--- src/rtl/traffic_pkg.sv ---
// Shared encodings for the intersection scheduler: phase codes, lamp
// vectors and the timer width.
package traffic_pkg;

    localparam int TMR_W = 7;

    // Phase encodings (exposed on the phase output)
    localparam logic [2:0] PH_IDLE = 3'd0;
    localparam logic [2:0] PH_G1   = 3'd1;
    localparam logic [2:0] PH_Y1   = 3'd2;
    localparam logic [2:0] PH_AR1  = 3'd3;
    localparam logic [2:0] PH_G2   = 3'd4;
    localparam logic [2:0] PH_Y2   = 3'd5;
    localparam logic [2:0] PH_AR2  = 3'd6;
    localparam logic [2:0] PH_PRE  = 3'd7;

    // Lamp vectors {green, yellow, left, red}
    localparam logic [3:0] LAMP_G = 4'b1000;
    localparam logic [3:0] LAMP_Y = 4'b0100;
    localparam logic [3:0] LAMP_L = 4'b0010;
    localparam logic [3:0] LAMP_R = 4'b0001;

endpackage

--- src/rtl/intersection_scheduler_if.sv ---
// Control inputs and lamp/monitor outputs of the intersection scheduler.
interface intersection_scheduler_if;
    import traffic_pkg::*;

    logic             enable;
    logic             ped_req1;
    logic             ped_req2;
    logic             preempt;
    logic             preempt_dir;
    logic [3:0]       light1;
    logic [3:0]       light2;
    logic             walk1;
    logic             walk2;
    logic [2:0]       phase;
    logic [TMR_W-1:0] tmr;

    // Controller side: drives requests, observes lamps
    modport master (
        output enable, ped_req1, ped_req2, preempt, preempt_dir,
        input  light1, light2, walk1, walk2, phase, tmr
    );

    // Scheduler side
    modport slave (
        input  enable, ped_req1, ped_req2, preempt, preempt_dir,
        output light1, light2, walk1, walk2, phase, tmr
    );

endinterface

--- src/rtl/intersection_scheduler_phase_timer.sv ---
// Load/decrement phase timer. Counts down to zero and holds there; also
// reports how many cycles of a green phase have elapsed.
module phase_timer
    import traffic_pkg::*;
#(
    parameter int unsigned T_GMAX = 40
) (
    input  logic             clk,
    input  logic             rst,
    input  logic             load_i,
    input  logic [TMR_W-1:0] load_val_i,
    output logic [TMR_W-1:0] cnt_o,
    output logic             zero_o,
    output logic [TMR_W-1:0] spent_o
);

    localparam logic [TMR_W-1:0] GMAX_V = TMR_W'(T_GMAX);

    logic [TMR_W-1:0] cnt_q;
    logic [TMR_W-1:0] cnt_d;

    // Next count: load wins, otherwise decrement and saturate at zero
    always_comb begin
        cnt_d = cnt_q;
        if (load_i) begin
            cnt_d = load_val_i;
        end else if (cnt_q != '0) begin
            cnt_d = cnt_q - 1'b1;
        end
    end

    // Counter register
    always_ff @(posedge clk) begin
        if (rst) begin
            cnt_q <= '0;
        end else begin
            cnt_q <= cnt_d;
        end
    end

    assign cnt_o   = cnt_q;
    assign zero_o  = (cnt_q == '0);
    assign spent_o = GMAX_V - cnt_q;

endmodule

--- src/rtl/intersection_scheduler.sv ---
// Two-direction intersection phase scheduler with pedestrian requests and
// emergency preemption. All outputs decode from registered state.
module intersection_scheduler
    import traffic_pkg::*;
#(
    parameter int unsigned T_GMIN = 10,
    parameter int unsigned T_GMAX = 40,
    parameter int unsigned T_YEL  = 5,
    parameter int unsigned T_AR   = 2,
    parameter int unsigned T_WALK = 8
) (
    input  logic                     clk,
    input  logic                     rst,
    intersection_scheduler_if.slave  bus
);

    localparam logic [TMR_W-1:0] G_LOAD  = TMR_W'(T_GMAX - 1);
    localparam logic [TMR_W-1:0] Y_LOAD  = TMR_W'(T_YEL - 1);
    localparam logic [TMR_W-1:0] AR_LOAD = TMR_W'(T_AR - 1);
    localparam logic [TMR_W-1:0] GMIN_V  = TMR_W'(T_GMIN);
    localparam logic [TMR_W-1:0] WALK_V  = TMR_W'(T_WALK);

    logic [2:0]       state_q, state_d;
    logic             pend1_q, pend1_d, pend2_q, pend2_d;
    logic             served1_q, served1_d, served2_q, served2_d;
    logic             pre_dir_q, pre_dir_d;
    logic             pre_seq_q, pre_seq_d;

    logic             tmr_load;
    logic [TMR_W-1:0] tmr_load_val;
    logic [TMR_W-1:0] tmr_cnt;
    logic [TMR_W-1:0] tmr_spent;
    logic             tmr_zero;

    logic             in_cycle;
    logic             eff_dir;
    logic             enter_g1, enter_g2;

    phase_timer #(
        .T_GMAX (T_GMAX)
    ) u_timer (
        .clk        (clk),
        .rst        (rst),
        .load_i     (tmr_load),
        .load_val_i (tmr_load_val),
        .cnt_o      (tmr_cnt),
        .zero_o     (tmr_zero),
        .spent_o    (tmr_spent)
    );

    // A preemption sequence can only start from the running G/Y/AR cycle.
    // Its direction comes from the input on the first cycle, then from the
    // latched copy until PRE is left.
    assign in_cycle = (state_q != PH_IDLE) && (state_q != PH_PRE);
    assign eff_dir  = pre_seq_q ? pre_dir_q : bus.preempt_dir;

    // Next-phase selection
    always_comb begin
        state_d = state_q;
        case (state_q)
            PH_IDLE: if (bus.enable) state_d = PH_AR2;
            PH_G1: begin
                if (bus.preempt && !eff_dir)                   state_d = PH_PRE;
                else if (bus.preempt)                          state_d = PH_Y1;
                else if (tmr_zero)                             state_d = PH_Y1;
                else if (pend2_q && (tmr_spent >= GMIN_V))     state_d = PH_Y1;
            end
            PH_Y1: if (tmr_zero) state_d = PH_AR1;
            PH_AR1: begin
                if (tmr_zero) begin
                    if (bus.preempt)      state_d = PH_PRE;
                    else if (!bus.enable) state_d = PH_IDLE;
                    else                  state_d = PH_G2;
                end
            end
            PH_G2: begin
                if (bus.preempt && eff_dir)                    state_d = PH_PRE;
                else if (bus.preempt)                          state_d = PH_Y2;
                else if (tmr_zero)                             state_d = PH_Y2;
                else if (pend1_q && (tmr_spent >= GMIN_V))     state_d = PH_Y2;
            end
            PH_Y2: if (tmr_zero) state_d = PH_AR2;
            PH_AR2: begin
                if (tmr_zero) begin
                    if (bus.preempt)      state_d = PH_PRE;
                    else if (!bus.enable) state_d = PH_IDLE;
                    else                  state_d = PH_G1;
                end
            end
            PH_PRE: if (!bus.preempt) state_d = pre_dir_q ? PH_Y2 : PH_Y1;
            default: state_d = PH_IDLE;
        endcase
    end

    // Timer reload on every phase change; untimed phases park the timer at 0
    always_comb begin
        tmr_load     = (state_d != state_q);
        tmr_load_val = '0;
        case (state_d)
            PH_G1, PH_G2:   tmr_load_val = G_LOAD;
            PH_Y1, PH_Y2:   tmr_load_val = Y_LOAD;
            PH_AR1, PH_AR2: tmr_load_val = AR_LOAD;
            default:        tmr_load_val = '0;
        endcase
    end

    // Pedestrian latches, walk arming and preemption direction tracking.
    // servedN remembers whether the green just entered answered a request,
    // so walk only lights for greens that actually serve pedestrians.
    always_comb begin
        enter_g1  = (state_d == PH_G1) && (state_q != PH_G1);
        enter_g2  = (state_d == PH_G2) && (state_q != PH_G2);
        pend1_d   = bus.ped_req1 | (pend1_q & ~enter_g1);
        pend2_d   = bus.ped_req2 | (pend2_q & ~enter_g2);
        served1_d = enter_g1 ? pend1_q : served1_q;
        served2_d = enter_g2 ? pend2_q : served2_q;
        pre_dir_d = (bus.preempt && !pre_seq_q && in_cycle) ? bus.preempt_dir : pre_dir_q;
        if (state_q == PH_PRE) begin
            pre_seq_d = (state_d == PH_PRE);
        end else begin
            pre_seq_d = bus.preempt && in_cycle;
        end
    end

    // State registers
    always_ff @(posedge clk) begin
        if (rst) begin
            state_q   <= PH_IDLE;
            pend1_q   <= 1'b0;
            pend2_q   <= 1'b0;
            served1_q <= 1'b0;
            served2_q <= 1'b0;
            pre_dir_q <= 1'b0;
            pre_seq_q <= 1'b0;
        end else begin
            state_q   <= state_d;
            pend1_q   <= pend1_d;
            pend2_q   <= pend2_d;
            served1_q <= served1_d;
            served2_q <= served2_d;
            pre_dir_q <= pre_dir_d;
            pre_seq_q <= pre_seq_d;
        end
    end

    // Moore lamp and walk decode
    always_comb begin
        bus.light1 = LAMP_R;
        bus.light2 = LAMP_R;
        case (state_q)
            PH_G1:  bus.light1 = LAMP_G;
            PH_Y1:  bus.light1 = LAMP_Y;
            PH_G2:  bus.light2 = LAMP_G;
            PH_Y2:  bus.light2 = LAMP_Y;
            PH_PRE: begin
                if (pre_dir_q) bus.light2 = LAMP_G;
                else           bus.light1 = LAMP_G;
            end
            default: begin
                bus.light1 = LAMP_R;
                bus.light2 = LAMP_R;
            end
        endcase
        bus.walk1 = (state_q == PH_G1) && served1_q && (tmr_spent <= WALK_V);
        bus.walk2 = (state_q == PH_G2) && served2_q && (tmr_spent <= WALK_V);
        bus.phase = state_q;
        bus.tmr   = tmr_cnt;
    end

endmodule

--- src/flat_wrapper.sv ---
// flat-port wrapper written by rule: the top's interface ports become plain ports
module intersection_scheduler_flat import traffic_pkg::*;
#(
    parameter int unsigned T_GMIN = 10,
    parameter int unsigned T_GMAX = 40,
    parameter int unsigned T_YEL  = 5,
    parameter int unsigned T_AR   = 2,
    parameter int unsigned T_WALK = 8
)
  (clk, rst, bus_enable, bus_ped_req1, bus_ped_req2, bus_preempt, bus_preempt_dir, bus_light1, bus_light2, bus_walk1, bus_walk2, bus_phase, bus_tmr);
  intersection_scheduler_if bus_i ();
  input  logic clk;
  input  logic rst;
  input wire logic [$bits(bus_i.enable)-1:0] bus_enable;
  input wire logic [$bits(bus_i.ped_req1)-1:0] bus_ped_req1;
  input wire logic [$bits(bus_i.ped_req2)-1:0] bus_ped_req2;
  input wire logic [$bits(bus_i.preempt)-1:0] bus_preempt;
  input wire logic [$bits(bus_i.preempt_dir)-1:0] bus_preempt_dir;
  output wire logic [$bits(bus_i.light1)-1:0] bus_light1;
  output wire logic [$bits(bus_i.light2)-1:0] bus_light2;
  output wire logic [$bits(bus_i.walk1)-1:0] bus_walk1;
  output wire logic [$bits(bus_i.walk2)-1:0] bus_walk2;
  output wire logic [$bits(bus_i.phase)-1:0] bus_phase;
  output wire logic [$bits(bus_i.tmr)-1:0] bus_tmr;
  assign bus_i.enable = bus_enable;
  assign bus_i.ped_req1 = bus_ped_req1;
  assign bus_i.ped_req2 = bus_ped_req2;
  assign bus_i.preempt = bus_preempt;
  assign bus_i.preempt_dir = bus_preempt_dir;
  assign bus_light1 = bus_i.light1;
  assign bus_light2 = bus_i.light2;
  assign bus_walk1 = bus_i.walk1;
  assign bus_walk2 = bus_i.walk2;
  assign bus_phase = bus_i.phase;
  assign bus_tmr = bus_i.tmr;
  intersection_scheduler #(.T_GMIN(T_GMIN), .T_GMAX(T_GMAX), .T_YEL(T_YEL), .T_AR(T_AR), .T_WALK(T_WALK)) u_core (.clk(clk), .rst(rst), .bus(bus_i));
endmodule
--- config.mk ---
export PLATFORM = sky130hd
export DESIGN_NAME = intersection_scheduler_flat
export DESIGN_NICKNAME = d
export VERILOG_FILES = /design/src/rtl/traffic_pkg.sv /design/src/rtl/intersection_scheduler_if.sv /design/src/rtl/intersection_scheduler_phase_timer.sv /design/src/rtl/intersection_scheduler.sv /design/src/flat_wrapper.sv
export SDC_FILE = /design/constraint.sdc
export NUM_CORES = 1
export LEC_CHECK = 0
export BUFFER_PORTS_ARGS = -buffer_cell sky130_fd_sc_hd__buf_2
export CAP_MARGIN = 40
export CORE_ASPECT_RATIO = 1.1
export CORE_UTILIZATION = 48
export DETAILED_ROUTE_END_ITERATION = 8
export PLACE_DENSITY = 0.68
export SLEW_MARGIN = 10
export SYNTH_ARGS = -nofsm -noshare
export SYNTH_HDL_FRONTEND = slang
export SYNTH_SLANG_ARGS = --single-unit
export TNS_END_PERCENT = 100
--- constraint.sdc ---
create_clock -name clk -period 4.05 [get_ports clk]
set_input_delay 0.405 -clock clk [delete_from_list [all_inputs] [get_ports clk]]
set_output_delay 0.405 -clock clk [all_outputs]
set_load 0.005 [all_outputs]
==> flow_metrics.env <==
export IMPL_status="finished, final reports clean"
export IMPL_grt_pass1_wl_um=5271
export IMPL_synth_edf_count=0
export IMPL_final_common_cell="buf_2"
export IMPL_finalCritPeriodShare_pct=88.37
export IMPL_cts_sink_count=16
export IMPL_critPathKind="flop to flop"
export IMPL_design_core_area_um2=2544
export IMPL_drive_above_1_share_pct=20.86
export IMPL_netlist_instances=172
export IMPL_insertion_delay_ns=0.29
export IMPL_leakagePower_nw=0.6257
export IMPL_mostFrequentLayoutCells="24 x buf_2, 22 x nor2_1, 16 x dfxtp_1, 11 x nand2_1"
export IMPL_cts_buffer_depth=2
export IMPL_gp_congestion=0.9142
export IMPL_ant_nets=0
export IMPL_period_needed_ns=3.579
export IMPL_placementRows=19
export IMPL_place_hpwl_um=2393
export IMPL_numCtsBuffers=3
export IMPL_antenna_found_initial=0
export IMPL_crit_buf_inv=2
export IMPL_final_net_count=197
export IMPL_slew_viol_final=0
export IMPL_vias=1334
export IMPL_ys_seq_area_share_pct=24.45
export IMPL_route_detailed_drc=0
export IMPL_finalWirelength_um=3123
export IMPL_required_ns=4.23
export IMPL_routed_via_density=6.119
export IMPL_path_clk_slew_ns=0.09
export IMPL_ys_ff_latch=16
export IMPL_fin_cells=218
export IMPL_avgSynthCellArea_um2=7.616
export IMPL_cts_tree="yes"
export IMPL_worstPathCellList="inv_1, ha_1, nand2b_1, nor2_1, buf_4, o311a_1, or4b_4, nor3_4, mux2i_1, or2_4, o21ai_0"
export IMPL_endpoint_kind="flop"
export IMPL_hold_buffers=0
export IMPL_diodes=0
export IMPL_tns_ns=0
export IMPL_vdd_ir_drop_worst_mv=0.4536
export IMPL_dieArea_um2=2942
export IMPL_ys_types=54
export IMPL_synth_area_um2=1310
export IMPL_hp_class="input port to flop"
export IMPL_syn_to_final_growth_pct=10.12
export IMPL_grt_ovfl_total=0
export IMPL_first_global_vias=1214
export IMPL_synthArstFlopShare_pct=0
export IMPL_wl_per_cell_um=14.33
export IMPL_clock_skew_ns=0.002224
export IMPL_fp_dieH_um=56.79
export IMPL_fmax_mhz=279.4
export IMPL_slowest_delay_ns=0.55
export IMPL_tightest_slew_ns=0.7178
export IMPL_first_iter_violations=46
export IMPL_io_pins=27
export IMPL_place_inst=214
export IMPL_root_buffer="clkbuf_4"
export IMPL_cp_max_fo=13
export IMPL_first_pass_iters=4
export IMPL_synth_flop_cell="dfxtp_1"
export IMPL_final_util_pct=56.71
export IMPL_cp_start_kind="flop"
export IMPL_grt_max_degree=22
export IMPL_cp_data_arrival_time_ns=3.76
export IMPL_finalHoldViolCount=0
export IMPL_cp_top_family="simple AND/OR/NAND/NOR gates"
export IMPL_slowest_stage="or4b_4"
export IMPL_rsz0062_at_grt="no"
export IMPL_die_x_um=51.81
export IMPL_max_cap_violations=0
export IMPL_maxSlewHeadroom_pct=52.04
export IMPL_grt_use_total_pct=22.94
export IMPL_portBuffers=24
export IMPL_cts_setup_buffers=0
export IMPL_yosys_warnings=0
export IMPL_total_power_w=0.001216
export IMPL_cts_resized=0
export IMPL_setup_violations=0
export IMPL_p_per_area_nw_per_um2=843.0
export IMPL_htreeDepth=1
export IMPL_start_util_pct=51.50
-- state kept, by name, indices dropped and copies added (netlist names) --
signal	count
u_core.bus.phase	3
u_core.served2_q	1
u_core.pre_seq_q	1
u_core.pre_dir_q	1
u_core.u_timer.cnt_o	7
u_core.served1_q	1
u_core.pend1_q	1
u_core.pend2_q	1
-- kinds of logic after synthesis --
logic type | synth area share (%)
other cells | 0.2863
fa+ha+maj | 1.910
simple gates | 34.38
compound gates | 21.21
mux | 7.737
xor+xnor | 2.675
flops | 24.45
buf+inv | 7.353
-- worst paths after layout --
kind,start,end,slack [ns],cells after the start
worst max-delay path,u_core.u_timer.cnt_o[0],u_core.u_timer.cnt_o[1],0.47,11
worst min-delay path,bus_ped_req1,u_core.pend1_q,0.32,3
worst max register to register,u_core.u_timer.cnt_o[0],u_core.u_timer.cnt_o[1],0.47,11
worst min register to register,u_core.served2_q,u_core.served2_q,0.53,2
-- cell usage after synthesis, types with 2 or more instances --
master	instances	share of area, %
xnor2_1	3	2.0
clkbuf_1	9	2.6
buf_2	2	0.76
and3_1	3	1.4
or3_1	2	0.95
nand4b_1	3	2.0
or4_1	3	1.7
nand3_1	4	1.5
nor2b_1	5	2.4
nand2_1	11	3.2
ha_1	2	1.9
buf_4	2	1.1
nor4_1	2	0.95
inv_1	6	1.7
a21oi_1	8	3.1
mux2i_1	9	6.9
nand2b_1	4	1.9
or2_2	2	0.95
and2_1	2	0.95
a221oi_1	2	1.3
o221ai_1	2	1.3
nor3_1	9	3.4
a32oi_1	2	1.3
nor3b_1	4	2.3
dfxtp_1	16	24
o21ai_0	4	1.5
o31ai_1	3	1.7
nor2_1	22	6.3
-- worst reg2reg max path, stage by stage, from the launching register on --
cell and delay, ns:
dfxtp_1 0.44, inv_1 0.10, ha_1 0.26, nand2b_1 0.34
nor2_1 0.14, buf_4 0.20, o311a_1 0.33, or4b_4 0.55
nor3_4 0.37, mux2i_1 0.45, or2_4 0.23, o21ai_0 0.07
-- area by class of cell --
class                   count  area [µm²]
multi-input cells         136       897.1
well taps                  31       38.79
flip-flops and latches     16       320.3
inverters                   6       22.52
fillers                   255        1101
clock buffers               4       36.28
repair buffers             25       127.6
-- power by group --
group	switching, W	internal [W]
clock	0.0000505	0.0000548
combinational	0.000442	0.000362
sequential	0.000105	0.000201
-- metal layers --
layer,part of all wire (%),vias to the layer above,global-route usage [%]
met4,1.8,0,7.722
met1,45,625,29.98
li1,-,659,-
met5,0,-,0
met2,48,42,38.40
met3,4.6,8,2.439
-- through the flow --
step	instance area [µm²]	hold WS, ns	setup WS [ns]
final	1443	0.3192	0.4711
after global routing	1443	0.3289	0.1919
after CTS	1443	0.3243	0.4855
after detailed placement	1406	0.5006	0.5018
after global placement	1406	0.4770	0.6500
after floorplan	1314	0.4634	0.6905
(Power assumes the default switching activity.)
